<file path="src/rtl/writeback_stage_pkg.sv">
// Shared types and constants for the writeback stage and its forwarding lookup.
package writeback_stage_pkg;

  // Storage is sized for the widest supported datapath; narrower builds use the low bits.
  localparam int XLEN_MAX = 64;
  localparam logic [4:0] REG_ZERO = 5'd0;

  typedef struct packed {
    logic [4:0]          rd;
    logic [XLEN_MAX-1:0] data;
  } wb_entry_t;

endpackage

</file>
<file path="src/rtl/wb_fwd_lookup.sv">
// Youngest-match search of the pending-write buffer for one register read port.
module wb_fwd_lookup
  import writeback_stage_pkg::*;
#(
  parameter int DEPTH = 4,
  parameter int XLEN  = 32
) (
  input  wb_entry_t                    ents [DEPTH],
  input  logic [$clog2(DEPTH)-1:0]     head,
  input  logic [$clog2(DEPTH+1)-1:0]   count,
  input  logic [4:0]                   rs,
  output logic                         hit,
  output logic [XLEN-1:0]              data
);

  localparam int PW = $clog2(DEPTH);
  localparam int CW = $clog2(DEPTH+1);

  logic [PW-1:0] idx;

  // Walk oldest to youngest so a later match overrides an earlier one.
  always_comb begin
    hit  = 1'b0;
    data = '0;
    idx  = head;
    for (int i = 0; i < DEPTH; i++) begin
      idx = head + PW'(i);
      if ((CW'(i) < count) && (ents[idx].rd == rs) && (rs != REG_ZERO)) begin
        hit  = 1'b1;
        data = ents[idx].data[XLEN-1:0];
      end
    end
  end

endmodule

</file>
<file path="src/rtl/writeback_stage.sv">
// Register-file writeback buffer: FIFO of pending writes drained under wb_stall.
// Optional macro WB_FORWARD_EN adds youngest-pending-value forwarding for rs1/rs2.
module writeback_stage
  import writeback_stage_pkg::*;
#(
  parameter int DEPTH = 4,
  parameter int XLEN  = 32
) (
  input  logic            clk,
  input  logic            rst_n,
  input  logic            in_valid,
  output logic            in_ready,
  input  logic [4:0]      in_rd,
  input  logic [XLEN-1:0] in_data,
  input  logic            wb_stall,
  output logic            wr_en,
  output logic [4:0]      wr_addr,
  output logic [XLEN-1:0] wr_data,
  input  logic [4:0]      rs1,
  input  logic [4:0]      rs2,
  output logic            fwd1_hit,
  output logic [XLEN-1:0] fwd1_data,
  output logic            fwd2_hit,
  output logic [XLEN-1:0] fwd2_data,
  output logic            empty
);

  localparam int PW = $clog2(DEPTH);
  localparam int CW = $clog2(DEPTH+1);

  wb_entry_t     mem [DEPTH];
  logic [PW-1:0] head;
  logic [PW-1:0] tail;
  logic [CW-1:0] count;
  logic          full;
  logic          push;
  logic          pop;

  assign full     = (count == CW'(DEPTH));
  assign empty    = (count == '0);
  assign in_ready = !full;
  assign wr_en    = !empty;
  assign wr_addr  = mem[head].rd;
  assign wr_data  = mem[head].data[XLEN-1:0];

  // Writes to x0 complete the handshake but never occupy a slot.
  assign push = in_valid && in_ready && (in_rd != REG_ZERO);
  assign pop  = wr_en && !wb_stall;

  always_ff @(posedge clk or negedge rst_n) begin
    if (!rst_n) begin
      head  <= '0;
      tail  <= '0;
      count <= '0;
    end else begin
      if (push) tail <= tail + PW'(1);
      if (pop)  head <= head + PW'(1);
      case ({push, pop})
        2'b10:   count <= count + CW'(1);
        2'b01:   count <= count - CW'(1);
        default: count <= count;
      endcase
    end
  end

  always_ff @(posedge clk) begin
    if (push) mem[tail] <= '{rd: in_rd, data: XLEN_MAX'(in_data)};
  end

`ifdef WB_FORWARD_EN
  wb_fwd_lookup #(.DEPTH(DEPTH), .XLEN(XLEN)) u_fwd1 (
    .ents  (mem),
    .head  (head),
    .count (count),
    .rs    (rs1),
    .hit   (fwd1_hit),
    .data  (fwd1_data)
  );

  wb_fwd_lookup #(.DEPTH(DEPTH), .XLEN(XLEN)) u_fwd2 (
    .ents  (mem),
    .head  (head),
    .count (count),
    .rs    (rs2),
    .hit   (fwd2_hit),
    .data  (fwd2_data)
  );
`else
  logic unused_rs;
  assign unused_rs = ^{rs1, rs2};
  assign fwd1_hit  = 1'b0;
  assign fwd1_data = '0;
  assign fwd2_hit  = 1'b0;
  assign fwd2_data = '0;
`endif

endmodule

</file>
<file path="config.mk">
export PLATFORM = sky130hd
export DESIGN_NAME = writeback_stage
export DESIGN_NICKNAME = d
export VERILOG_FILES = /design/src/rtl/writeback_stage_pkg.sv /design/src/rtl/wb_fwd_lookup.sv /design/src/rtl/writeback_stage.sv
export SDC_FILE = /design/constraint.sdc
export NUM_CORES = 1
export LEC_CHECK = 0
export BUFFER_PORTS_ARGS = -buffer_cell sky130_fd_sc_hd__buf_4
export CAP_MARGIN = 20
export CORE_MARGIN = 2
export CORE_UTILIZATION = 28
export DETAILED_ROUTE_END_ITERATION = 7
export GPL_ROUTABILITY_DRIVEN = 0
export GPL_TIMING_DRIVEN = 0
export SYNTH_ARGS = -nofsm -noshare
export SYNTH_HDL_FRONTEND = slang
export SYNTH_SLANG_ARGS = --single-unit
</file>
<file path="constraint.sdc">
create_clock -name clk -period 2.3 [get_ports clk]
set_input_delay 0.23 -clock clk [delete_from_list [all_inputs] [get_ports clk]]
set_output_delay 0.23 -clock clk [all_outputs]
set_load 0.01 [all_outputs]
</file>
## Yosys cells after proc, flatten, opt, wreduce, memory -nomap -nowiden

Memory sizes are Yosys's and may differ from the RTL's.
Cells that the tools add are included.

- Output and inout port bits: 106
- Memories kept: 1
- Register bits after elaboration: 7
- Bits in writable memories: 148
- Word-level logic and storage cells: 23
- Bits of input ports: 51

Memories:

| name | depth | width | read ports | clocked after memory_dff | write ports | line | text |
|---|---|---|---|---|---|---|---|
| mem | 4 | 37 | 1 | 0 | 1 | writeback_stage.sv:31 | `wb_entry_t mem [DEPTH];` |

- Reduce and logical (&&, ||, !) cells: 9
- Muxes and demuxes: 3
- Add/sub/neg operators: 4
- Equality and inequality tests: 3

Operators with widths:

| cell | number |
|---|---|
| 3-bit one-hot mux with 2 select lines | 1 |
| 5-bit nonzero test | 1 |
| 2-bit by 1-bit adder with 2-bit output (second input constant) | 2 |
| 3-bit by 1-bit adder with 3-bit output (second input constant) | 1 |
| 3-bit == test (second input constant) | 1 |
| 1-bit logical AND | 3 |
| 1-bit zero test | 3 |
| 3-bit zero test | 1 |
| 3-bit by 1-bit subtractor with 3-bit output (second input constant) | 1 |
| 2-bit by 1-bit == test with 1-bit output (second input constant) | 1 |
| 2-bit == test (second input constant) | 1 |
| 1-bit 2-to-1 mux | 2 |
| 2-bit nonzero test | 1 |

## Longest topological paths before layout

Gate-level depths: netlist of run 1.

- Depth after elaboration: 6
- Mapped depth: 9
- Depth with buffers taken out: 9

## Worst setup path after synthesis of run 1

OpenSTA, ideal clock, no wires.

- Path kind: reg-to-reg
- Start point: register count[0]
- End point: register count[2]
- Setup time: 79 ps
- Period minus slack after synthesis: 2193 ps
- Arrival time: 2114 ps
- Required time: 2221 ps
- Stages on the path, launching flop included: 10
- Path buffers: 0
- Setup slack: 107 ps
- Cells stage by stage: dfrtp_1 or3b_2 o211a_4 inv_1 ha_1 inv_1 fa_1 xor2_1 nor2_1 xor2_1

- Word-level cells in the longest chain between the ends: 6
- Elaborated cells on any way between the ends: 13
- Those cells by class: 2 x add/sub; 3 x eq/ne; 1 x mux; 7 x reduce/logical

Ends and longest elaborated chain:

| item | line | text |
|---|---|---|
| start: declaration | writeback_stage.sv:34 | `logic [CW-1:0] count;` |
| start signal: assignment | writeback_stage.sv:59 | `2'b10: count <= count + CW'(1);` |
| start signal: assignment | writeback_stage.sv:60 | `2'b01: count <= count - CW'(1);` |
| start signal: assignment | writeback_stage.sv:61 | `default: count <= count;` |
| 3-bit == test (*) | writeback_stage.sv:39 | `assign full = (count == CW'(DEPTH));` |
| 1-bit zero test (*) | writeback_stage.sv:41 | `assign in_ready = !full;` |
| named net in_ready | writeback_stage.sv:12 | `output logic in_ready,` |
| 1-bit logical AND (*) (2 in a row) | writeback_stage.sv:47 | `assign push = in_valid && in_ready && (in_rd != REG_ZERO);` |
| 2-bit by 1-bit == test with 1-bit output or 2-bit == test (tied branches) | writeback_stage.sv:58 | `case ({push, pop})` |
| 3-bit one-hot mux with 2 select lines or 2-bit nonzero test (tied branches) | -- |  |

Mark *: on every way through the listed nets, which the timed path passes. The rest lies on a longest branch.
A chain may end at the register's enable or synchronous reset.

## Worst setup path after layout of run 1

- Start point: register count[0]
- End point: register count[2]

- Word-level cells in the longest chain between the ends: 6
- Elaborated cells on any way between the ends: 13
- Those cells by class: 2 x add/sub; 3 x eq/ne; 1 x mux; 7 x reduce/logical

Ends and longest elaborated chain:

| item | line |
|---|---|
| 3-bit == test | writeback_stage.sv:39 |
| 1-bit zero test | writeback_stage.sv:41 |
| 1-bit logical AND (2 in a row) | writeback_stage.sv:47 |
| 2-bit by 1-bit == test with 1-bit output or 2-bit == test (tied branches) | writeback_stage.sv:58 |
| 3-bit one-hot mux with 2 select lines or 2-bit nonzero test (tied branches) | -- |

Several ways; a longest one is shown, not always the timed one.

==> results of run 1 <==
==> routing by layer <==
metal | vias up | share of wire, % | GRT usage, %
met5 | - | 0 | 0
met3 | 9 | 5.1 | 3.47
met1 | 1576 | 41 | 12.4
li1 | 1437 | - | -
met2 | 103 | 53 | 19.0
met4 | 0 | 0.84 | 2.84
==> flip-flops by register name, summed over array words and instances, names as in the netlist <==
signal  count
mem       148
count       3
head        2
tail        2
==> kinds of logic after synthesis <==
logic type,Yosys count,share of synthesized area (%)
flops,155,73.7
buf+inv,81,9.01
mux,39,13.7
simple gates,10,1.08
fa+ha+maj,6,1.32
xor+xnor,6,0.839
other cells,1,0.0598
compound gates,1,0.280
==> path summary, 6_finish.rpt <==
check,from,end,slack [ns]
min in group asynchronous,rst_n,count[2]$_DFFE_PN0P_,0.15
max in group asynchronous,rst_n,head[0]$_DFFE_PN0P_,2.01
hold reg to reg,count[2]$_DFFE_PN0P_,count[2]$_DFFE_PN0P_,0.51
setup reg to reg,count[0]$_DFFE_PN0P_,count[2]$_DFFE_PN0P_,0.13
hold / removal,in_data[29],mem[3][29]$_DFFE_PP_,0.02
setup / recovery,count[0]$_DFFE_PN0P_,count[2]$_DFFE_PN0P_,0.13
==> worst register-to-register path, stage by stage, from the launching register on <==
cell	delay [ns]
sky130_fd_sc_hd__dfrtp_1	0.39
sky130_fd_sc_hd__or3b_4	0.41
sky130_fd_sc_hd__o211a_4	0.18
sky130_fd_sc_hd__inv_1	0.06
sky130_fd_sc_hd__ha_1	0.18
sky130_fd_sc_hd__inv_1	0.06
sky130_fd_sc_hd__fa_1	0.37
sky130_fd_sc_hd__xor2_1	0.15
sky130_fd_sc_hd__nor2_1	0.13
sky130_fd_sc_hd__xor2_1	0.17
==> power groups by stage <==
| stage | registers [mW] | clock network (mW) | logic (mW) |
|---|---|---|---|
| after detailed placement | 3.95 | 0 | 3.23 |
| final | 3.87 | 3.09 | 3.23 |
| after global placement | 3.92 | 0 | 3.11 |
| after floorplan | 3.89 | 0 | 1.89 |
| after CTS | 3.88 | 3.17 | 3.31 |
| after global routing | 3.93 | 3.29 | 3.52 |
==> what timing repair did <==
item,in CTS,in global routing
endpoints found under the setup margin,19,11
hold endpoints to repair,112,2
gates resized for setup,6,7
hold buffers,28,1
setup buffers,1,0
gates cloned,0,0
pin swaps,0,2
==> metrics by stage <==
| step | worst slack, ns | total power, mW | hold WS [ns] | util [%] | cell area, um2 |
|---|---|---|---|---|---|
| after global routing | 0.00289 | 10.7 | 0.00362 | 38.8 | 8500 |
| after detailed placement | -0.0869 | 7.18 | 0.0531 | 34.3 | 7500 |
| after floorplan | 0.107 | 5.78 | -0.0656 | - | 6510 |
| final | 0.133 | 10.2 | 0.0189 | 38.8 | 8500 |
| after CTS | 0.0170 | 10.4 | 0.000578 | 38.6 | 8460 |
| after global placement | -0.615 | 7.04 | 0.0465 | 34.1 | 7460 |
==> cells in the final DEF, fill, tap and decap left out, types with 2 or more instances in the layout <==
master,n
sky130_fd_sc_hd__buf_4,148
sky130_fd_sc_hd__edfxtp_1,148
sky130_fd_sc_hd__conb_1,66
sky130_fd_sc_hd__mux4_2,37
sky130_fd_sc_hd__dlygate4sd3_1,29
sky130_fd_sc_hd__clkbuf_16,17
sky130_fd_sc_hd__inv_1,7
sky130_fd_sc_hd__dfrtp_1,7
sky130_fd_sc_hd__ha_1,5
sky130_fd_sc_hd__bufinv_16,5
sky130_fd_sc_hd__and2_2,4
sky130_fd_sc_hd__xor2_1,4
sky130_fd_sc_hd__inv_6,3
sky130_fd_sc_hd__clkinvlp_4,3
sky130_fd_sc_hd__buf_12,3
sky130_fd_sc_hd__buf_6,2
sky130_fd_sc_hd__clkbuf_4,2
sky130_fd_sc_hd__buf_2,2
sky130_fd_sc_hd__nor2_1,2
sky130_fd_sc_hd__xnor2_1,2
sky130_fd_sc_hd__inv_8,2
==> cell usage after synthesis (2+ instances only) <==
library cell	count	area, um2
sky130_fd_sc_hd__edfxtp_1	148	4440
sky130_fd_sc_hd__buf_4	68	510
sky130_fd_sc_hd__mux4_2	37	833
sky130_fd_sc_hd__dfrtp_1	7	175
sky130_fd_sc_hd__inv_1	7	26.3
sky130_fd_sc_hd__ha_1	5	62.6
sky130_fd_sc_hd__buf_2	4	20.0
sky130_fd_sc_hd__xor2_1	4	35.0
sky130_fd_sc_hd__and2_1	2	12.5
sky130_fd_sc_hd__and2_2	2	15.0
sky130_fd_sc_hd__nor2_1	2	7.51
sky130_fd_sc_hd__xnor2_1	2	17.5
==> cell type report <==
| type | count | area share, % |
|---|---|---|
| clock buffers | 17 | 5.00 |
| inverters | 7 | 0.309 |
| clock inverters | 15 | 2.77 |
| repair buffers | 113 | 11.3 |
| flip-flops and latches | 155 | 54.3 |
| multi-input cells | 128 | 15.7 |
| well taps | 280 | 4.12 |
| plain buffers | 74 | 6.53 |
==> results.txt, run 1 <==
----------------------------------------------------
[Synth]
  Synth Cell Area ... 0.00627 mm2
  Sequential fraction of the synthesis area ... 73.7%
  Number of distinct library cell variants in the gate-level netlist after synthesis ... 23
  Fraction of registers with async set/reset ... 4.52%
  Most common flop cell mapped by yosys ... sky130_fd_sc_hd__edfxtp_1
  Number of synthesized register bits ... 155
  Number of warnings issued by yosys ... 0
  Number of cells produced by synthesis ... 299
  Mean area per synthesized cell ... 21.0 um2
  Count of flip-flops with a built-in enable after synthesis ... 148

[Drt]
  Number of DRC markers after the initial detailed-route iteration ... 142
  Aggregate routed wire length ... 12,200 um
  Drt pass-1 iters ... 4
  Routed via count ... 3,125
  Mean routed wirelength per cell ... 15.4 um
  Vias/cell ... 3.96
  Antenna violation net count after detailed routing ... 0
  Detailed-route DRC error count ... 0

[Global route]
  Number of antenna violations at the first check in global routing ... 0
  GRT Total Usage ... 10.7%
  Number of global-route vias before repair ... 3,390
  Residual overflow from global routing ... 0
  Global-route wire length before repair ... 18,900 um
  Maximum number of pins on one net before global-route repair ... 38

[Clock network]
  Depth of the CTS H-tree ... 4
  Clock-pin slew on the worst setup and hold paths ... 0.07 ns
  Clock latency reported for the late side of the worst-skew pair ... 0.42 ns
  Number of buffers added by the clock tree synthesis step ... 17
  Root buf cell ... sky130_fd_sc_hd__clkbuf_16
  Clock tree from TritonCTS ... done
  Number of sinks on the clock net ... 155
  Clock Path Buffers ... 2

[Worst setup path]
  Worst stage delay on the critical path ... 0.41 ns
  Data required time at the worst endpoint ... 2.64 ns
  Ordered cell list for the critical path ... or3b_4 -> o211a_4 -> inv_1 -> ha_1 -> inv_1 -> fa_1 -> xor2_1 -> nor2_1 -> xor2_1
  CP Max Fanout ... 7
  Nature of the critical path startpoint ... register
  Number of buffer and inverter instances along the worst setup path ... 2
  CP Depth ... 9
  Signal arrival time at the worst endpoint ... 2.50 ns
  Depth of the worst register-to-register path ... 9
  Category of the worst setup path capture point ... register
  Crit-path leading delay family ... adder cells
  Slowest cell on the critical path ... sky130_fd_sc_hd__or3b_4
  Start-to-end type of the worst setup path ... reg -> reg

[Power and ir drop]
  Combinational Power Share ... 31.7%
  Share of power burned in the clock network ... 30.3%
  Pwr dens ... 1200 mW/mm2
  Sequential share of power ... 38.0%
  Switching part of the total ... 28.1%
  Power Internal ... 7.33 mW
  Switching Power ... 2.87 mW
  Leak pwr ... 3.28 nW
  Max rail drop VDD ... 576 uV

[Timing]
  Clock Skew ... 0.00898 ns
  Setup Total Neg Slack ... 0 ns
  Final Max Tran Viols ... 0
  Measured slew at the worst slew-check pin ... 1.06 ns
  Slew margin rel. ... 29.1%
  Unrepaired setup endpoints after global routing ... false
  Final count of negative-setup-slack endpoints ... 0
  Highest clock frequency the design can meet ... 0.461 GHz
  Final min period ... 2.17 ns
  Final worst-path cycle share ... 94.2%
  Final hold violation count ... 0

[Floorplan]
  Site row count ... 54
  Starting density of the core ... 28.6%
  Area of the die ... 0.0236 mm2
  Chip Width ... 154 um
  Overall die height ... 154 um
  I/O pin count ... 157
  Floorplan core area ... 0.0219 mm2

[Flow run]
  Maxcap violations ... 0

[Layout]
  Area occupied by registers ... 0.00462 mm2
  Final instance count without filler cells ... 789
  Combined area of the multi-input logic cells ... 0.00133 mm2
  Number of filler instances in the final layout ... 2,032
  Final antenna diode count ... 0
  Net total in the final layout ... 553
  Share of cells above drive strength 1 ... 46.2%
  Area overhead of the layout relative to synthesis ... 35.7%

[Placement]
  Cell total after placement ... 726
  Number of input and output port buffers inserted ... 80
  Post-detail-place hpwl ... 8030 um

[Worst hold path]
  Instance count along the most critical hold path ... 1
  Worst min path class ... in -> reg

[Status]
  Run status ... finished clean

----------------------------------------------------
No activity file was read; power rests on OpenSTA's default activity.
==> run 2, diff against run 1 <==
--- a/config.mk
+++ b/config.mk
@@ -5,13 +5,15 @@
 export SDC_FILE = /design/constraint.sdc
 export NUM_CORES = 1
 export LEC_CHECK = 0
-export BUFFER_PORTS_ARGS = -buffer_cell sky130_fd_sc_hd__buf_4
 export CAP_MARGIN = 20
 export CORE_MARGIN = 2
 export CORE_UTILIZATION = 28
 export DETAILED_ROUTE_END_ITERATION = 7
+export DONT_BUFFER_PORTS = 1
 export GPL_ROUTABILITY_DRIVEN = 0
 export GPL_TIMING_DRIVEN = 0
+export HOLD_SLACK_MARGIN = 0.05
+export PLACE_DENSITY = 0.45
 export SYNTH_ARGS = -nofsm -noshare
 export SYNTH_HDL_FRONTEND = slang
 export SYNTH_SLANG_ARGS = --single-unit
==> run 2 against run 1 <==
Compared with the run above:
- wire length fell by 1.0%
- clock power fell by 4%
- worst setup slack worse by 0.067 ns
- cell count decreased by 8.9%
- clock skew is essentially flat
- worst hold slack better by 0.13 ns
- total power fell by 7.4%
- combinational power decreased by 19%
==> results.txt, run 2 (synthesized netlist as in run 1, its figures left out) <==
----------------------------------------------------
[Drt]
  Vias/cell ... 3.97
  Highest metal layer with signal wires ... met4
  Met3 wire len ... 714 um
  Antenna violation net count after detailed routing ... 0
  Mean routed wirelength per cell ... 16.8 um
  Routed via count ... 2,853
  Number of DRC markers after the initial detailed-route iteration ... 98
  Wire length on met2 ... 6120 um
  Aggregate routed wire length ... 12,100 um
  Detailed-route DRC error count ... 0
  Drt pass-1 iters ... 4
  Metal-1 WL ... 5090 um

[Layout]
  Net total in the final layout ... 485
  Area overhead of the layout relative to synthesis ... 27.5%
  Number of flip-flops under the largest register name ... 148
  Largest register by flop count ... mem
  Commonest non-fill, non-tap cell in the layout ... sky130_fd_sc_hd__edfxtp_1
  Share of cells above drive strength 1 ... 35.3%
  Area occupied by registers ... 0.00462 mm2
  Most used cells in the layout excluding fill and tap cells ... sky130_fd_sc_hd__edfxtp_1 (148), sky130_fd_sc_hd__buf_4 (69), sky130_fd_sc_hd__conb_1 (66)
  Number of filler instances in the final layout ... 2,067
  Design Area, Final ... 0.00799 mm2
  Combined area of the multi-input logic cells ... 0.00134 mm2
  Final antenna diode count ... 0
  Largest registers ... mem: 148 flops, count: 3 flops

[Floorplan]
  Starting density of the core ... 28.6%
  Overall die height ... 154 um
  Area of the die ... 0.0236 mm2
  I/O pin count ... 157
  Site row count ... 54
  Floorplan core area ... 0.0219 mm2
  Chip Width ... 154 um

[Global route]
  GRT Total Usage ... 10.6%
  Number of antenna violations at the first check in global routing ... 0
  Maximum number of pins on one net before global-route repair ... 27
  Number of global-route vias before repair ... 2,956
  Global-route wire length before repair ... 18,000 um
  Residual overflow from global routing ... 0

[Timing]
  Highest clock frequency the design can meet ... 0.448 GHz
  Setup Total Neg Slack ... 0 ns
  Final worst-path setup slack ... 0.0661 ns
  Slew margin rel. ... 54.3%
  Final Max Tran Viols ... 0
  Unrepaired setup endpoints after global routing ... true
  Final hold violation count ... 0
  Final worst-path cycle share ... 97.1%
  Final count of negative-setup-slack endpoints ... 0
  Measured slew at the worst slew-check pin ... 0.686 ns
  Final min period ... 2.23 ns
  Clock Skew ... 0.00948 ns

[Power and ir drop]
  Sequential share of power ... 41.0%
  Power Internal ... 6.75 mW
  Combinational Power Share ... 27.6%
  Max rail drop VDD ... 714 uV
  Switching Power ... 2.69 mW
  Leak pwr ... 2.93 nW
  Pwr dens ... 1180 mW/mm2
  Share of power burned in the clock network ... 31.4%
  Switching part of the total ... 28.5%

[Worst setup path]
  Worst stage delay on the critical path ... 0.42 ns
  Setup crit start ... count[0]$_DFFE_PN0P_
  Nature of the critical path startpoint ... register
  R2R Path Start ... count[0]$_DFFE_PN0P_
  Slowest cell on the critical path ... sky130_fd_sc_hd__dfrtp_1
  Data required time at the worst endpoint ... 2.63 ns
  Signal arrival time at the worst endpoint ... 2.56 ns
  Category of the worst setup path capture point ... register
  Ordered cell list for the critical path ... or3b_4 -> o211a_4 -> inv_1 -> ha_2 -> inv_1 -> fa_1 -> xor2_1 -> nor2_1 -> xor2_1
  Start-to-end type of the worst setup path ... reg -> reg
  CP Max Fanout ... 4

[Clock network]
  Clock tree from TritonCTS ... done
  Number of buffers added by the clock tree synthesis step ... 17
  Clock Path Buffers ... 2
  Clock latency reported for the late side of the worst-skew pair ... 0.41 ns
  Number of sinks on the clock net ... 155
  Clock-pin slew on the worst setup and hold paths ... 0.06 ns
  Root buf cell ... sky130_fd_sc_hd__clkbuf_16
  Depth of the CTS H-tree ... 4

[Placement]
  Worst slack at placement ... -0.0434 ns
  Placed instance area ... 0.00694 mm2
  Post-detail-place hpwl ... 7730 um
  Number of input and output port buffers inserted ... 0

[Flow run]
  Maxcap violations ... 0

[Status]
  Run status ... finished clean

[Worst hold path]
  Worst min path class ... in -> async

----------------------------------------------------
==> run 2: changes by cell type in the layout (fill, tap and decap cells not counted), sizes merged <==
cell	delta
buf	-76
dlygate4sd3	+10
clkinv	+4
clkinvlp	-2
inv	-5
clkbuf	-1
==> run 2: power by group through the flow <==
stage               clock, mW  sequential (mW)  combinational (mW)
global route             3.17             3.92                2.88
CTS                      3.07             3.87                2.71
global placement            0             3.93                2.50
detailed placement          0             3.93                2.61
floorplan                   0             3.89                1.89
finish                   2.97             3.87                2.61
==> run 2: worst max-delay path, delay by kind of cell (launching register included) <==
kind                     cells  cell delay [ns]
AO/OA/AOI/OAI                1             0.16
XOR/XNOR                     2             0.34
adder cells (fa/ha/maj)      2             0.56
buffers and inverters        2             0.11
flip-flops                   1             0.42
AND/OR/NAND/NOR              2             0.57
==> run 2: repair_timing <==
item,in CTS,in global routing
resized for setup,3,5
setup buffers,0,2
hold buffers,39,0
endpoints found under the hold margin,157,0
pin swaps,0,3
endpoints found under the setup margin,11,19
==> run 2: final cells by class <==
cell class                      instances  area share [%]
Buffer                                 74            6.80
Clock buffer                           18            5.37
Clock inverter                         12            2.49
Inverter                                7           0.329
Multi-Input combinational cell        128            16.8
Sequential cell                       155            57.8
Tap cell                              280            4.38
Timing Repair Buffer                   45            6.07
==> run 2: final timing paths <==
path,to,cells past startpoint,slack [ns]
worst max-delay path,count[2]$_DFFE_PN0P_,9,0.07
worst min-delay path,tail[0]$_DFFE_PN0P_,1,0.15
worst max register to register,count[2]$_DFFE_PN0P_,9,0.07
worst min register to register,count[2]$_DFFE_PN0P_,1,0.52
max in group asynchronous,tail[1]$_DFFE_PN0P_,1,1.91
min in group clk,tail[0]$_DFFE_PN0P_,3,0.20
==> run 2: through the flow <==
stage	instances	hold WS, ns	utilization [%]	total power, mW
final	719	0.146	36.5	9.44
after global routing	719	0.157	36.5	9.97
after CTS	717	0.0862	36.4	9.65
after detailed placement	648	-0.0654	31.7	6.55
after global placement	644	-0.0654	31.3	6.43
after floorplan	364	-0.0656	-	5.78
==> run 2: metal layers <==
| metal | GRT usage [%] | up-vias |
|---|---|---|
| met4 | 3.28 | 0 |
| met3 | 4.00 | 10 |
| li1 | - | 1296 |
| met5 | 0 | - |
| met2 | 17.8 | 99 |
| met1 | 12.5 | 1448 |
